`src/rtl/divu_seq_divider_if.sv`:
```
// Handshake bundle between the DIVU issue logic and the sequential divider.
// valid/ready: a beat moves on a rising edge where valid and ready are both high; nothing moves otherwise.
interface divu_seq_divider_if #(
  parameter int WIDTH = 32
);
  logic [WIDTH-1:0]   dataA;
  logic [WIDTH-1:0]   dataB;
  logic [5:0]         Signal;
  logic               in_valid;
  logic               in_ready;
  logic               out_valid;
  logic               out_ready;
  logic [2*WIDTH-1:0] DivAns;
  logic               div_by_zero;
  logic               busy;

  modport master (
    output dataA, dataB, Signal, in_valid, out_ready,
    input  in_ready, out_valid, DivAns, div_by_zero, busy
  );

  modport slave (
    input  dataA, dataB, Signal, in_valid, out_ready,
    output in_ready, out_valid, DivAns, div_by_zero, busy
  );
endinterface

```
`src/rtl/divu_seq_divider.sv`:
```
// Multi-cycle unsigned divider for DIVU: one restoring step per clock.
// DivAns = {remainder, quotient}, so HiLo loads Hi = remainder and Lo = quotient.
module divu_seq_divider #(
  parameter int WIDTH = 32,
  parameter int CNT_W = 6
) (
  input  logic                     clk,
  input  logic                     reset,
  divu_seq_divider_if.slave        bus,
  output logic [1:0]               stateDbg
);

  localparam logic [5:0] DIVU = 6'b011011;

  typedef enum logic [1:0] {
    IDLE = 2'd0,
    RUN  = 2'd1,
    DONE = 2'd2
  } state_t;

  state_t             state, stateNext;
  logic [CNT_W-1:0]   cnt;
  logic [WIDTH-1:0]   quo;
  logic [WIDTH-1:0]   den;
  logic [WIDTH-1:0]   rem;
  logic               dbz;

  logic               accept;
  logic               lastStep;
  logic [WIDTH-1:0]   shifted;
  logic [WIDTH:0]     trial;

  // Partial remainder never exceeds WIDTH-1 significant bits before a step,
  // so dropping rem's MSB in the shift loses nothing.
  assign shifted  = {rem[WIDTH-2:0], quo[WIDTH-1]};
  assign trial    = {1'b0, shifted} - {1'b0, den};
  assign lastStep = (cnt == CNT_W'(WIDTH - 1));

  always_ff @(posedge clk or negedge reset) begin
    if (!reset) begin
      state <= IDLE;
    end else begin
      state <= stateNext;
    end
  end

  always_comb begin
    stateNext = state;
    accept    = 1'b0;
    case (state)
      IDLE: begin
        accept = bus.in_valid && (bus.Signal == DIVU);
        if (accept) begin
          stateNext = (bus.dataB == '0) ? DONE : RUN;
        end
      end
      RUN: begin
        if (lastStep) begin
          stateNext = DONE;
        end
      end
      DONE: begin
        if (bus.out_ready) begin
          stateNext = IDLE;
        end
      end
      default: stateNext = IDLE;
    endcase
  end

  always_ff @(posedge clk or negedge reset) begin
    if (!reset) begin
      cnt <= '0;
      quo <= '0;
      den <= '0;
      rem <= '0;
      dbz <= 1'b0;
    end else if (accept) begin
      cnt <= '0;
      den <= bus.dataB;
      dbz <= (bus.dataB == '0);
      if (bus.dataB == '0) begin
        quo <= '1;
        rem <= bus.dataA;
      end else begin
        quo <= bus.dataA;
        rem <= '0;
      end
    end else if (state == RUN) begin
      cnt <= cnt + 1'b1;
      if (!trial[WIDTH]) begin
        rem <= trial[WIDTH-1:0];
        quo <= {quo[WIDTH-2:0], 1'b1};
      end else begin
        rem <= shifted;
        quo <= {quo[WIDTH-2:0], 1'b0};
      end
    end
  end

  assign bus.in_ready    = (state == IDLE);
  assign bus.busy        = (state == RUN);
  assign bus.out_valid   = (state == DONE);
  assign bus.DivAns      = {rem, quo};
  assign bus.div_by_zero = dbz;
  assign stateDbg        = state;

endmodule
```
`src/flat_wrapper.sv`:
```
// flat-port wrapper written by rule: the top's interface ports become plain ports
module divu_seq_divider_flat 
#(
  parameter int WIDTH = 32,
  parameter int CNT_W = 6
)
  (clk, reset, stateDbg, bus_dataA, bus_dataB, bus_Signal, bus_in_valid, bus_out_ready, bus_in_ready, bus_out_valid, bus_DivAns, bus_div_by_zero, bus_busy);
  divu_seq_divider_if #(.WIDTH(WIDTH)) bus_i ();
  input  logic clk;
  input  logic reset;
  output logic [1:0] stateDbg;
  input wire logic [$bits(bus_i.dataA)-1:0] bus_dataA;
  input wire logic [$bits(bus_i.dataB)-1:0] bus_dataB;
  input wire logic [$bits(bus_i.Signal)-1:0] bus_Signal;
  input wire logic [$bits(bus_i.in_valid)-1:0] bus_in_valid;
  input wire logic [$bits(bus_i.out_ready)-1:0] bus_out_ready;
  output wire logic [$bits(bus_i.in_ready)-1:0] bus_in_ready;
  output wire logic [$bits(bus_i.out_valid)-1:0] bus_out_valid;
  output wire logic [$bits(bus_i.DivAns)-1:0] bus_DivAns;
  output wire logic [$bits(bus_i.div_by_zero)-1:0] bus_div_by_zero;
  output wire logic [$bits(bus_i.busy)-1:0] bus_busy;
  assign bus_i.dataA = bus_dataA;
  assign bus_i.dataB = bus_dataB;
  assign bus_i.Signal = bus_Signal;
  assign bus_i.in_valid = bus_in_valid;
  assign bus_i.out_ready = bus_out_ready;
  assign bus_in_ready = bus_i.in_ready;
  assign bus_out_valid = bus_i.out_valid;
  assign bus_DivAns = bus_i.DivAns;
  assign bus_div_by_zero = bus_i.div_by_zero;
  assign bus_busy = bus_i.busy;
  divu_seq_divider #(.WIDTH(WIDTH), .CNT_W(CNT_W)) u_core (.clk(clk), .reset(reset), .bus(bus_i), .stateDbg(stateDbg));
endmodule
```
`config.mk`:
```
export PLATFORM = sky130hd
export DESIGN_NAME = divu_seq_divider_flat
export DESIGN_NICKNAME = d
export VERILOG_FILES = /design/src/rtl/divu_seq_divider_if.sv /design/src/rtl/divu_seq_divider.sv /design/src/flat_wrapper.sv
export SDC_FILE = /design/constraint.sdc
export NUM_CORES = 1
export LEC_CHECK = 0
export BUFFER_PORTS_ARGS = -buffer_cell sky130_fd_sc_hd__buf_2
export CAP_MARGIN = 20
export CORE_ASPECT_RATIO = 1.5
export CORE_MARGIN = 2
export CORE_UTILIZATION = 50
export CTS_CLUSTER_DIAMETER = 80
export CTS_CLUSTER_SIZE = 30
export DETAILED_ROUTE_END_ITERATION = 10
export GPL_TIMING_DRIVEN = 1
export PLACE_DENSITY = 0.81
export SYNTH_ARGS = -nofsm -noshare
export SYNTH_HDL_FRONTEND = slang
export SYNTH_SLANG_ARGS = --single-unit
```
`constraint.sdc`:
```
create_clock -name clk -period 2.7 [get_ports clk]
set_clock_uncertainty 0.15 [all_clocks]
set_input_delay 0.54 -clock clk [delete_from_list [all_inputs] [get_ports clk]]
set_output_delay 0.54 -clock clk [all_outputs]
set_load 0.005 [all_outputs]
```
==> results of run 1 <==
## per-layer routing
metal  vias to the layer above  GRT usage [%]  part of all wire, %
met2                       350           59.2                   51
li1                       3345              -                    -
met5                         -              0                    0
met4                         0           24.2                  7.7
met1                      3535           36.7                   35
met3                       133           5.22                  5.6
## flip-flops by register name (all words and copies together) (netlist names)
signal and cells:
u_core.den 32, u_core.quo 32, u_core.rem 32, u_core.cnt 6, u_core.stateDbg 2, u_core.bus.div_by_zero 1
## synthesized netlist by cell type (all sizes together) (12+ instances only)
library cell  count  area [µm²]
o21ai            69         368
nor2            103         387
a21o             25         195
nand2            95         372
buf              15         104
clkbuf           29         109
nand3            17        85.1
a21oi            49         260
o22ai            30         188
a31oi            17         121
ha               33         413
dfrtp           105        2630
inv              42         158
xor2             12         105
a211oi           14         135
## worst reg2reg max path: stages (launching register included)
cell	delay (ns)
dfrtp_1	0.38
inv_2	0.09
ha_4	0.21
a21o_1	0.18
a21oi_2	0.23
o21bai_4	0.09
a221o_1	0.35
a21o_4	0.24
buf_4	0.15
a31oi_4	0.27
buf_6	0.15
nor2_1	0.04
a21oi_1	0.15
o21ai_0	0.10
## cells by family (layout without fill, tap and decap cells)
group	after synthesis	in the layout	synth area share, %
simple gates	277	277	18.7
compound gates	248	250	25.0
flops	105	105	40.0
buf+inv	86	362	5.63
fa+ha+maj	34	34	6.58
xor+xnor	23	23	3.06
mux	7	7	1.07
## power by group through the flow
stage | clock network [mW] | registers, mW | logic [mW]
global route | 1.39 | 2.73 | 9.52
detailed placement | 0 | 2.65 | 7.30
CTS | 1.33 | 2.65 | 8.28
global placement | 0 | 2.64 | 7.18
floorplan | 0 | 2.66 | 4.27
finish | 1.31 | 2.67 | 8.89
## cell type report
type	count	area [µm²]	area share (%)
Clock buffer	9	225	2.43
Clock inverter	6	62.6	0.675
Inverter	42	158	1.70
Multi-Input combinational cell	591	3920	42.3
Sequential cell	105	2630	28.4
Tap cell	159	199	2.15
Timing Repair Buffer	305	2070	22.3
## metrics by stage
stage,cells,hold WS [ns]
6_report,1217,-0.00884
5_1_grt,1217,0.00348
4_1_cts,1211,0.00178
3_5_place_dp,1171,0.315
3_3_place_gp,1171,0.306
2_1_floorplan,780,0.0944
## repair_timing
item | CTS | global route
pin swaps | 24 | 17
setup buffers | 22 | 6
gates cloned | 3 | 0
gates resized for setup | 50 | 19
endpoints found under the setup margin | 33 | 33
## placed cells by master, fill, tap and decap left out, types with 8 or more instances in the layout
cell type  Yosys  final
or3_1         11     11
xnor2_1       11     11
nand4_1        8      8
a211oi_2       6     10
ha_1          33     25
buf_6          5     12
dfrtp_1      105    103
buf_4          2    144
o21ai_2        6      8
a21o_1        24     24
nor4_1         8      8
a31oi_1       16     15
a21oi_2        4      9
o21ai_0       63     56
xor2_1        12     11
buf_2          2    142
a21oi_1       45     37
nor2_1       103    102
nand3_1       17     15
nand2_2        6      8
nor3_1        10      9
inv_1         42     39
nand2_1       89     85
clkbuf_16      0      9
o22ai_1       30     30
## path summary, 6_finish.rpt
check                                       startpoint                      to  slack (ns)  cells after the start
worst max-delay path                    u_core.den[17]          u_core.rem[22]       -0.23                     13
worst min-delay path                             reset          u_core.quo[21]      -0.009                      1
worst max register to register          u_core.den[17]          u_core.rem[22]       -0.23                     13
worst min register to register  u_core.bus.div_by_zero  u_core.bus.div_by_zero        0.33                      1
max in group asynchronous                        reset          u_core.den[13]        1.78                      2
min in group clk                         bus_dataB[26]          u_core.den[26]        0.25                      3
==> flow_metrics.env, run 1 <==
export IMPL_detail_route_wl_per_cell_um=19.9
export IMPL_setup_slack_ns=-0.233
export IMPL_crit_path_end_kind="flip-flop"
export IMPL_clockRootBuffer="clkbuf_16"
export IMPL_final_setup_tns_ns=-4.68
export IMPL_hpwl_mm=17.3
export IMPL_path_class="reg -> reg"
export IMPL_layout_drive_gt1_share_pct=37.5
export IMPL_total_power_mw=12.9
export IMPL_critical_path_cell_chain="inv_2 -> ha_4 -> a21o_1 -> a21oi_2 -> o21bai_4 -> a221o_1 -> a21o_4 -> buf_4 -> a31oi_4 -> buf_6 -> nor2_1 -> a21oi_1 -> o21ai_0"
export IMPL_first_pass_iters=8
export IMPL_insertion_delay_ns=0.37
export IMPL_grt_max_degree=57
export IMPL_drc=0
export IMPL_n_antenna_cell=0
export IMPL_period_minus_slack_ns=2.93
export IMPL_cts_sinks=105
export IMPL_swShare_pct=44.4
export IMPL_avgSynthCellArea_um2=8.43
export IMPL_drtIter0Drc=536
export IMPL_grt_remaining_overflow=0
export IMPL_violations="hold timing, setup timing"
export IMPL_routed_via_count=7363
export IMPL_synth_edf_count=0
export IMPL_async_reset_ff_share_pct=100
export IMPL_cp_start_kind="flip-flop"
export IMPL_seq_power_share_pct=20.7
export IMPL_power_switching_mw=5.71
export IMPL_critPathArrivalTime_ns=3.00
export IMPL_port_buffers=143
export IMPL_worstMarginPinSlew_ns=0.832
export IMPL_setup_violations=32
export IMPL_synth_seq_cells=105
export IMPL_viasPerCell=6.05
export IMPL_slew_violations=0
export IMPL_dpl_worst_slack_ns=-0.268
export IMPL_nNetsFinal=1162
export IMPL_maxSlewHeadroom_pct=44.0
export IMPL_cp_slowest_cell="dfrtp_1"
export IMPL_hold_violations=8
export IMPL_post_dp_cell_area_um2=8400
export IMPL_worstHoldPathType="in -> async"
export IMPL_leakagePower_nw=4.52
export IMPL_period_share_pct=109
export IMPL_grt_pass1_wl_mm=36.8
export IMPL_clockBufferDepth=2
export IMPL_clk_pin_slew_ns=0.08
export IMPL_p_clk_share_pct=10.2
export IMPL_routabilityCongestion=0.982
export IMPL_syn_area_um2=6580
export IMPL_cts_tree="done"
export IMPL_seq_area_frac_synth_pct=40.0
export IMPL_path_max_fanout=7
export IMPL_critPathMaxStageDelay_ns=0.38
export IMPL_totalWireLength_mm=24.3
export IMPL_fmax_mhz=341
export IMPL_grt_pass1_vias=7170
export IMPL_hold_buffers=0
export IMPL_synth_fp_nets=888
export IMPL_cts_buffers=9
export IMPL_synth_cell_types=66
export IMPL_dieArea_um2=14100
export IMPL_die_h_um=144
export IMPL_ios=144
export IMPL_antenna_found_initial=0
export IMPL_syn_to_final_growth_pct=40.9
export IMPL_rows=51
export IMPL_vdd_drop_max_mv=0.833
export IMPL_ant_nets=0
export IMPL_synth_flop_cell="dfrtp_1"
export IMPL_internal_power_mw=7.16
export IMPL_htree_levels=3
export IMPL_cp_top_family="compound AO/OA/AOI/OAI gates"
export IMPL_p_comb_share_pct=69.0
export IMPL_die_w_um=97.6
export IMPL_rsz0062_at_grt="true"
export IMPL_ys_warn_count=0
export IMPL_core_um2=12900
export IMPL_synthCells=780
export IMPL_fin_util_pct=71.9
export IMPL_grt_usage_pct=33.6
export IMPL_p_per_area_nw_per_um2=1390
export IMPL_status="complete, but fails checks"
export IMPL_cp_required_ns=2.77
export IMPL_start_util_pct=51.0
export IMPL_final_area_um2=9270
export IMPL_drv_cap=0
export IMPL_nFillCells=947
export IMPL_hold_slack_ns=-0.00884
export IMPL_path_buf_inv=3
(Power assumes the default switching activity.)
==> inputs of run 2 (changes only) <==
--- a/config.mk
+++ b/config.mk
@@ -11,3 +11,3 @@
 export CORE_MARGIN = 2
-export CORE_UTILIZATION = 50
+export CORE_UTILIZATION = 60
 export CTS_CLUSTER_DIAMETER = 80
@@ -16,3 +16,3 @@
 export GPL_TIMING_DRIVEN = 1
-export PLACE_DENSITY = 0.81
+export PLACE_DENSITY = 0.91
 export SYNTH_ARGS = -nofsm -noshare
==> constraint.sdc (replaced) <==
create_clock -name clk -period 3.4 [get_ports clk]
set_clock_uncertainty 0.15 [all_clocks]
set_input_delay 0.68 -clock clk [delete_from_list [all_inputs] [get_ports clk]]
set_output_delay 0.68 -clock clk [all_outputs]
set_load 0.02 [all_outputs]
==> flow_metrics.env, run 2 (synthesis gave the netlist of run 1 again) <==
export IMPL_status="complete, no violations"
export IMPL_die_h_um=132
export IMPL_reg2reg_slack_ns=0.14
export IMPL_grt_pass1_vias=6136
export IMPL_cts_tree="done"
export IMPL_drtIter0Drc=394
export IMPL_final_area_um2=7710
export IMPL_mostFrequentLayoutCell="buf_2"
export IMPL_setup_violations=0
export IMPL_startpoint="u_core.rem[19]"
export IMPL_post_dp_cell_area_um2=7420
export IMPL_grt_usage_pct=34.3
export IMPL_clockBufferDepth=2
export IMPL_grt_remaining_overflow=0
export IMPL_path_class="reg -> reg"
export IMPL_rsz0062_at_grt="false"
export IMPL_endpoint="u_core.rem[15]"
export IMPL_ios=144
export IMPL_hpwl_mm=15.0
export IMPL_worstHoldPathType="in -> async"
export IMPL_path_max_fanout=16
export IMPL_layout_drive_gt1_share_pct=22.7
export IMPL_totalWireLength_mm=20.2
export IMPL_critPathArrivalTime_ns=3.41
export IMPL_first_pass_iters=6
export IMPL_cts_sinks=105
export IMPL_multi_input_area_um2=3590
export IMPL_antenna_found_initial=0
export IMPL_clockRootBuffer="clkbuf_16"
export IMPL_final_setup_tns_ns=0
export IMPL_r2r_end="u_core.rem[15]"
export IMPL_fmax_mhz=307
export IMPL_dieArea_um2=11800
export IMPL_p_per_area_nw_per_um2=1080
export IMPL_post_cts_buffers=0
export IMPL_port_buffers=143
export IMPL_n_antenna_cell=0
export IMPL_htree_levels=3
export IMPL_drc=0
export IMPL_routabilityCongestion=0.975
export IMPL_ant_nets=0
export IMPL_clk_pin_slew_ns=0.08
export IMPL_rr_worst_depth=11
export IMPL_crit_path_end_kind="flip-flop"
export IMPL_cts_buffers=9
export IMPL_detail_route_wl_per_cell_um=19.1
export IMPL_cp_required_ns=3.55
export IMPL_syn_to_final_growth_pct=17.2
export IMPL_worstReg2RegStart="u_core.rem[19]"
export IMPL_start_util_pct=61.8
export IMPL_period_minus_slack_ns=3.26
export IMPL_viasPerCell=6.17
export IMPL_maxSlewHeadroom_pct=47.3
export IMPL_reg_largest_list="u_core.den: 32 flops, u_core.quo: 32 flops, u_core.rem: 32 flops"
export IMPL_cp_start_kind="flip-flop"
export IMPL_vdd_drop_max_mv=0.645
export IMPL_grt_pass1_wl_mm=31.0
export IMPL_grt_max_degree=106
export IMPL_final_cell_mix="buf_2, dfrtp_1, nor2_1, nand2_1, o21ai_0"
export IMPL_drv_cap=0
export IMPL_slew_violations=0
export IMPL_nNetsFinal=1014
export IMPL_die_w_um=89.5
export IMPL_hold_violations=0
export IMPL_nFillCells=818
export IMPL_core_um2=10600
export IMPL_seq_area_um2=2630
export IMPL_insertion_delay_ns=0.35
export IMPL_rows=46
export IMPL_worstMarginPinSlew_ns=0.788
export IMPL_routed_via_count=6509
export IMPL_leakagePower_nw=3.72
export IMPL_period_share_pct=95.9
-- run 2: cell types whose count changed in the layout (fill, tap and decap cells not counted), moves of 5 or more --
cell,before,now
buf_4,144,15
buf_6,12,0
a21oi_1,37,45
ha_1,25,33
ha_4,7,0
o21ai_0,56,62
a21oi_2,9,4
o21ai_1,5,0
-- run 2: how the worst min path moves through the flow --
stage	startpoint	end	slack (ns)	cells after the start
2_1_floorplan	reset	u_core.bus.div_by_zero	0.23	0
3_3_place_gp	u_core.bus.div_by_zero	u_core.bus.div_by_zero	0.31	1
3_5_place_dp	u_core.den[0]	u_core.den[0]	0.33	2
4_1_cts	reset	u_core.quo[26]	0.26	2
5_1_grt	reset	u_core.quo[27]	0.28	2
6_report	reset	u_core.quo[27]	0.23	2
-- run 2: through the flow --
stage               worst slack (ns)  util, %  power [mW]  instances  hold WS [ns]
detailed placement             0.126     69.7        7.19       1039         0.325
floorplan                      0.384        -        5.81        780         0.234
finish                         0.138     72.4        8.33       1055         0.232
CTS                           0.0921     72.4        8.24       1055         0.260
global placement               0.243     69.7        7.07       1039         0.313
global route                 0.00256     72.4        8.85       1055         0.277
-- run 2: routing by layer --
layer	routed length [µm]	part of all wire (%)	up-vias	track usage, %
met4	1220	6.1	0	20.1
met1	7130	35	3071	39.4
met3	1120	5.5	78	4.88
li1	-	-	3034	-
met2	10700	53	326	58.6
met5	0	0	-	0
-- run 2: power by group --
group,internal (mW),switching (mW),total [mW]
clock,0.516,0.523,1.04
sequential,1.73,0.483,2.22
combinational,1.94,3.13,5.07
-- run 2: worst max-delay path, stage by stage (launching register included) --
cell	delay (ns)
dfrtp_1	0.47
ha_1	0.46
a21oi_2	0.21
o21bai_1	0.10
o21bai_1	0.19
a221o_1	0.32
a21o_4	0.22
a31oi_4	0.40
buf_4	0.28
nand2_1	0.08
a31oi_1	0.21
a21o_1	0.12
-- run 2: final cells by class --
type                    count  share of cell area [%]
repair buffers            159                    11.2
clock buffers              10                    2.97
inverters                  42                    2.04
well taps                 144                    2.34
flip-flops and latches    105                    34.1
multi-input cells         589                    46.6
clock inverters             6                   0.795
-- run 2: repair_timing --
action / CTS / global route
endpoints found under the setup margin: 0 / 21
resized for setup: 0 / 2
hold buffers: 0 / 0
